===== src/rtl/des_pkg.sv =====
// Shared DES key-schedule constants: PC-1, PC-2, shift schedule, key typedefs and FSM states.
package des_pkg;

  typedef logic [1:28] half_t;
  typedef logic [1:48] subkey_t;
  typedef logic [1:64] key_t;

  typedef enum logic [0:0] {
    ST_IDLE = 1'b0,
    ST_RUN  = 1'b1
  } state_t;

  localparam logic [3:0] LAST_ROUND = 4'd15;

  // Entries are 1-based bit positions into the 64-bit key (bit 1 = MSB).
  localparam logic [6:0] PC1 [1:56] = '{
    7'd57, 7'd49, 7'd41, 7'd33, 7'd25, 7'd17, 7'd9,
    7'd1,  7'd58, 7'd50, 7'd42, 7'd34, 7'd26, 7'd18,
    7'd10, 7'd2,  7'd59, 7'd51, 7'd43, 7'd35, 7'd27,
    7'd19, 7'd11, 7'd3,  7'd60, 7'd52, 7'd44, 7'd36,
    7'd63, 7'd55, 7'd47, 7'd39, 7'd31, 7'd23, 7'd15,
    7'd7,  7'd62, 7'd54, 7'd46, 7'd38, 7'd30, 7'd22,
    7'd14, 7'd6,  7'd61, 7'd53, 7'd45, 7'd37, 7'd29,
    7'd21, 7'd13, 7'd5,  7'd28, 7'd20, 7'd12, 7'd4
  };

  // Entries are 1-based bit positions into the 56-bit {C,D} word.
  localparam logic [5:0] PC2 [1:48] = '{
    6'd14, 6'd17, 6'd11, 6'd24, 6'd1,  6'd5,
    6'd3,  6'd28, 6'd15, 6'd6,  6'd21, 6'd10,
    6'd23, 6'd19, 6'd12, 6'd4,  6'd26, 6'd8,
    6'd16, 6'd7,  6'd27, 6'd20, 6'd13, 6'd2,
    6'd41, 6'd52, 6'd31, 6'd37, 6'd47, 6'd55,
    6'd30, 6'd40, 6'd51, 6'd45, 6'd33, 6'd48,
    6'd44, 6'd49, 6'd39, 6'd56, 6'd34, 6'd53,
    6'd46, 6'd42, 6'd50, 6'd36, 6'd29, 6'd32
  };

  localparam logic [1:0] SHIFT [0:15] = '{
    2'd1, 2'd1, 2'd2, 2'd2, 2'd2, 2'd2, 2'd2, 2'd2,
    2'd1, 2'd2, 2'd2, 2'd2, 2'd2, 2'd2, 2'd2, 2'd1
  };

endpackage


===== src/rtl/des_pc2.sv =====
// Permuted Choice 2: selects the 48 subkey bits from the rotated {C,D} halves.
module des_pc2
  import des_pkg::*;
(
  input  logic [1:56] cd,
  output logic [1:48] subkey
);

  // Pure bit selection through the PC-2 table.
  always_comb begin
    subkey = 48'd0;
    for (int i = 1; i <= 48; i++) begin
      subkey[i] = cd[PC2[i]];
    end
  end

endmodule


===== src/rtl/des_key_schedule.sv =====
// Iterative DES key schedule: one 64-bit key in, 16 registered round subkeys out under a
// valid/ready handshake, K1..K16 for encryption or K16..K1 for decryption.
module des_key_schedule
  import des_pkg::*;
#(
  parameter int DEC_SUPPORT = 1
) (
  input  logic        clk,
  input  logic        rst_n,
  input  logic [1:64] key_in,
  input  logic        decrypt,
  input  logic        key_valid,
  output logic        key_ready,
  output logic [1:48] subkey,
  output logic [3:0]  subkey_round,
  output logic        subkey_last,
  output logic        subkey_valid,
  input  logic        subkey_ready,
  output logic        busy
);

  localparam bit DEC_EN = (DEC_SUPPORT != 0);

  state_t      state_r, next_state_s;
  half_t       c_r, d_r, next_c_s, next_d_s;
  half_t       c0_s, d0_s;
  logic [1:56] pc1_s;
  logic [1:56] next_cd_s;
  subkey_t     pc2_s;
  subkey_t     subkey_r;
  logic [3:0]  round_r, next_round_s;
  logic        dir_r, next_dir_s;
  logic        valid_r, next_valid_s;
  logic        last_r, next_last_s;
  logic        key_ready_r, busy_r;

  function automatic half_t rotl28(input half_t x, input logic [1:0] amt);
    half_t r;
    case (amt)
      2'd1:    r = {x[2:28], x[1]};
      2'd2:    r = {x[3:28], x[1:2]};
      default: r = x;
    endcase
    return r;
  endfunction

  function automatic half_t rotr28(input half_t x, input logic [1:0] amt);
    half_t r;
    case (amt)
      2'd1:    r = {x[28], x[1:27]};
      2'd2:    r = {x[27:28], x[1:26]};
      default: r = x;
    endcase
    return r;
  endfunction

  // PC-1 drops the parity bits and splits the key into C0/D0.
  always_comb begin
    pc1_s = 56'd0;
    for (int i = 1; i <= 56; i++) begin
      pc1_s[i] = key_in[PC1[i]];
    end
  end

  assign c0_s      = pc1_s[1:28];
  assign d0_s      = pc1_s[29:56];
  assign next_cd_s = {next_c_s, next_d_s};

  // The subkey register is always PC-2 of the C/D value being loaded this edge.
  des_pc2 u_pc2 (
    .cd     (next_cd_s),
    .subkey (pc2_s)
  );

  // Next-state and next C/D/round computation.
  always_comb begin
    next_state_s = state_r;
    next_c_s     = c_r;
    next_d_s     = d_r;
    next_dir_s   = dir_r;
    next_round_s = round_r;
    next_valid_s = valid_r;
    case (state_r)
      ST_IDLE: begin
        if (key_valid) begin
          next_dir_s   = DEC_EN ? decrypt : 1'b0;
          next_round_s = 4'd0;
          next_valid_s = 1'b1;
          next_state_s = ST_RUN;
          if (DEC_EN && decrypt) begin
            next_c_s = c0_s;
            next_d_s = d0_s;
          end else begin
            next_c_s = rotl28(c0_s, 2'd1);
            next_d_s = rotl28(d0_s, 2'd1);
          end
        end else begin
          next_state_s = ST_IDLE;
        end
      end
      ST_RUN: begin
        if (valid_r && subkey_ready) begin
          if (round_r == LAST_ROUND) begin
            next_valid_s = 1'b0;
            next_state_s = ST_IDLE;
          end else begin
            next_round_s = round_r + 4'd1;
            // Decrypt walks the encrypt shift schedule backwards with right rotations.
            if (DEC_EN && dir_r) begin
              next_c_s = rotr28(c_r, SHIFT[LAST_ROUND - round_r]);
              next_d_s = rotr28(d_r, SHIFT[LAST_ROUND - round_r]);
            end else begin
              next_c_s = rotl28(c_r, SHIFT[round_r + 4'd1]);
              next_d_s = rotl28(d_r, SHIFT[round_r + 4'd1]);
            end
          end
        end else begin
          next_state_s = ST_RUN;
        end
      end
      default: begin
        next_state_s = ST_IDLE;
        next_valid_s = 1'b0;
      end
    endcase
    next_last_s = next_valid_s & (next_round_s == LAST_ROUND);
  end

  // FSM state register.
  always_ff @(posedge clk or negedge rst_n) begin
    if (!rst_n) begin
      state_r <= ST_IDLE;
    end else begin
      state_r <= next_state_s;
    end
  end

  // Datapath and registered handshake outputs.
  always_ff @(posedge clk or negedge rst_n) begin
    if (!rst_n) begin
      c_r         <= 28'd0;
      d_r         <= 28'd0;
      dir_r       <= 1'b0;
      round_r     <= 4'd0;
      valid_r     <= 1'b0;
      last_r      <= 1'b0;
      subkey_r    <= 48'd0;
      key_ready_r <= 1'b1;
      busy_r      <= 1'b0;
    end else begin
      c_r         <= next_c_s;
      d_r         <= next_d_s;
      dir_r       <= next_dir_s;
      round_r     <= next_round_s;
      valid_r     <= next_valid_s;
      last_r      <= next_last_s;
      subkey_r    <= pc2_s;
      key_ready_r <= (next_state_s == ST_IDLE);
      busy_r      <= (next_state_s == ST_RUN);
    end
  end

  assign key_ready    = key_ready_r;
  assign busy         = busy_r;
  assign subkey       = subkey_r;
  assign subkey_round = round_r;
  assign subkey_last  = last_r;
  assign subkey_valid = valid_r;

endmodule


===== config.mk =====
export PLATFORM = sky130hd
export DESIGN_NAME = des_key_schedule
export DESIGN_NICKNAME = d
export VERILOG_FILES = /design/src/rtl/des_pkg.sv /design/src/rtl/des_pc2.sv /design/src/rtl/des_key_schedule.sv
export SDC_FILE = /design/constraint.sdc
export NUM_CORES = 1
export LEC_CHECK = 0
export ABC_AREA = 1
export CAP_MARGIN = 15
export CORE_MARGIN = 3
export CORE_UTILIZATION = 53
export CTS_CLUSTER_DIAMETER = 100
export DETAILED_ROUTE_END_ITERATION = 10
export PLACE_DENSITY = 0.86
export SYNTH_ARGS = -nofsm -noshare
export SYNTH_HDL_FRONTEND = slang
export SYNTH_SLANG_ARGS = --single-unit

===== constraint.sdc =====
create_clock -name clk -period 2.1 [get_ports clk]
set_clock_uncertainty 0.15 [all_clocks]
set_input_delay 0.21 -clock clk [delete_from_list [all_inputs] [get_ports clk]]
set_output_delay 0.21 -clock clk [all_outputs]
set_load 0.01 [all_outputs]

==> results.py <==
metrics = {
    "floorplanning": {
        "rows": 39,
        "die_w_um": 115,
        "die_y_um": 115,
        "initial_core_util": 0.547,
        "fp.coreArea_um2": 11500,
        "dieArea_um2": 13200,
        "io_pins": 125,
    },
    "routing": {
        "firstDrtPassIters": 5,
        "via_per_inst": 5.78,
        "ant_nets": 0,
        "dr.first_iter.drc_count": 982,
        "routedWlPerCell_um": 15.6,
        "vias": 6966,
        "met2_length_mm": 8.77,
        "top_layer": "met4",
        "met3_length_mm": 1.58,
        "drt-total-wl_mm": 18.9,
        "wl_met1_mm": 8.11,
        "drcViolationCount": 0,
    },
    "clock_tree": {
        "clock_path_buffers": 2,
        "cts_tree": "yes",
        "clockRootBuffer": "clkbuf_16",
        "numCtsBuffers": 9,
        "cts_sinks": 65,
        "clkSlewWorstSetupHoldPaths_ns": 0.06,
        "clk-insertion-delay-late_ns": 0.34,
        "h-tree-depth": 3,
    },
    "timing": {
        "setup_violations": 0,
        "tightest_slew_ns": 0.611,
        "setup_tns_ns": 0,
        "clock.fmax_mhz": 515,
        "max_slew_margin": 0.592,
        "finalHoldViolCount": 0,
        "finalMaxSlewViolations": 0,
        "rsz0062_at_grt": "false",
        "min_period_ns": 1.94,
        "period_share": 0.924,
    },
    "critical_path": {
        "rr_worst_depth": 10,
        "cp_slowest_stage_delay_ns": 0.40,
        "cp_num_buf_inv": 2,
        "worst_ep_required_time_ns": 2.21,
        "cp_top_family": "simple AND/OR/NAND/NOR gates",
        "startpoint": "subkey_round[1]",
        "cp_slowest_cell": "dfrtp_1",
        "r2r-end": "subkey_last",
        "critPathArrivalTime_ns": 2.05,
        "cp-end-kind": "flop",
        "ff2ff_setup_slack_ns": 0.16,
        "cp_cell_sequence": "ha_1 > nand2_4 > nor2_4 > inv_2 > nand2_2 > buf_12 > nand2_1 > a21oi_1 > nand3_1 > nor2_1",
        "crit_path_end": "subkey_last",
        "cp.depth": 10,
        "crit_type": "reg -> reg",
        "worstReg2RegStart": "subkey_round[1]",
        "startpoint_type": "flop",
        "critical_path.max_fanout": 30,
    },
    "grt": {
        "gr-total-overflow": 0,
        "grt_pass1_vias": 6217,
        "grt_max_degree": 66,
        "grt_usage": 0.289,
        "grt_pass1_wl_mm": 31.3,
        "antenna_found_initial": 0,
    },
    "placed_design": {
        "io_buffers": 116,
        "hpwl_mm": 12.2,
        "placed_area_um2": 7240,
        "globalplace.congestion": 0.894,
    },
    "layout": {
        "nNetsFinal": 1129,
        "syn_to_final_growth_pct": 19.6,
        "fin_area_um2": 7530,
        "final_cell_mix": "nand2_1 (259), nand3_1 (227), nor2_1 (155)",
        "fillers": 1044,
        "fin_util": 0.654,
        "layout_commonest_cell": "nand2_1",
        "layout-drive-gt1-share": 0.0631,
        "antennaDiodeCount": 0,
    },
    "synthesis": {
        "netlist_area_um2": 6290,
        "syn_nets": 1101,
        "netlist_instances": 1029,
        "seq_area_frac_synth": 0.259,
        "synth.yosys.warnings": 0,
        "syn_area_per_cell_um2": 6.12,
        "yosys_register_bits": 65,
        "synth_cell_types": 25,
    },
    "outcome": {
        "outcome": "completed",
    },
    "power_and_ir_drop": {
        "p_per_area_nw_per_um2": 1460,
        "p_leak_uw": 0.00350,
        "ir_drop_v": 0.000717,
    },
    "worst_hold_path": {
        "hold_path.class": "in -> async",
    },
    "job": {
        "cap_violations": 0,
    },
}
==> flip-flops by register name, indices dropped and copies added (netlist names) <==
name / cells
busy: 1
c_r: 5
d_r: 4
dir_r: 1
key_ready: 1
subkey: 47
subkey_last: 1
subkey_round: 4
subkey_valid: 1
==> layout make-up <==
class	instances	area, um2	share of cell area
clock buffer	13	260	0.0346
sequential	65	1630	0.216
inverter	31	116	0.0155
timing repair buffer	150	1600	0.212
clock inverter	3	15.0	0.00199
tap	143	179	0.0238
multi-input combinational	800	3730	0.496
==> metrics by stage <==
stage | instances | worst slack (ns) | power [uW] | hold WS (ns)
after floorplan | 1029 | 0.204 | 7640 | -0.236
after global placement | 1188 | 0.168 | 9260 | 0.110
after detailed placement | 1188 | 0.117 | 9440 | 0.113
after CTS | 1205 | 0.0948 | 10900 | 0.294
after global routing | 1205 | 0.0238 | 11900 | 0.343
final | 1205 | 0.160 | 11000 | 0.288
==> tightest hold or removal path, stage by stage <==
cell and delay (ns):
dlygate4sd3_1 0.52, buf_2 0.12, buf_12 0.32
==> cell usage after synthesis <==
cell      instances  area (um2)
nand2_1         260         976
nand3_1         227        1140
nor2_1          155         582
dfrtp_1          64        1600
buf_4            60         450
o21ai_0          43         215
a21boi_0         37         278
buf_2            28         140
a21oi_1          26         130
inv_1            26        97.6
clkbuf_1         25        93.8
a21boi_1         19         143
o211ai_1         14         105
buf_1            10        37.5
buf_6            10         113
inv_2             5        18.8
nand2_2           5        31.3
o21ai_1           4        20.0
ha_1              3        37.5
nand4_1           2        12.5
nor2_4            2        22.5
dfstp_2           1        26.3
nand2_4           1        11.3
nand3_2           1        10.0
nor2_2            1        6.26
==> where the power goes <==
group | switching [uW] | internal [uW] | total [uW]
clock network | 567 | 858 | 1430
logic | 3810 | 3030 | 6840
registers | 920 | 1790 | 2710
==> kinds of logic after synthesis <==
group,count (synthesis),synth area share
flops,65,0.259
compound gates,143,0.142
buf+inv,164,0.151
fa+ha+maj,3,0.00596
simple gates,654,0.443
==> per-layer routing <==
layer,global-route usage,vias to the layer above
li1,-,3403
met1,0.414,3206
met2,0.444,325
met3,0.0405,32
met4,0.104,0
met5,0,-
==> worst min-delay path by stage <==
stage / slack [ns] / depth (start not counted) / endpoint
finish: 0.29 / 3 / subkey[36]
global route: 0.34 / 3 / subkey[38]
CTS: 0.29 / 3 / subkey[36]
detailed placement: 0.11 / 2 / subkey[38]
global placement: 0.11 / 2 / subkey[38]
floorplan: -0.24 / 0 / busy
==> what timing repair did <==
| action | 4_1_cts | 5_1_grt |
|---|---|---|
| hold endpoints to repair | 64 | 0 |
| gates resized for setup | 0 | 2 |
| hold buffers | 1 | 0 |
| setup buffers | 0 | 0 |
| setup endpoints to repair | 0 | 18 |
Power figures use the tool's default switching activity.
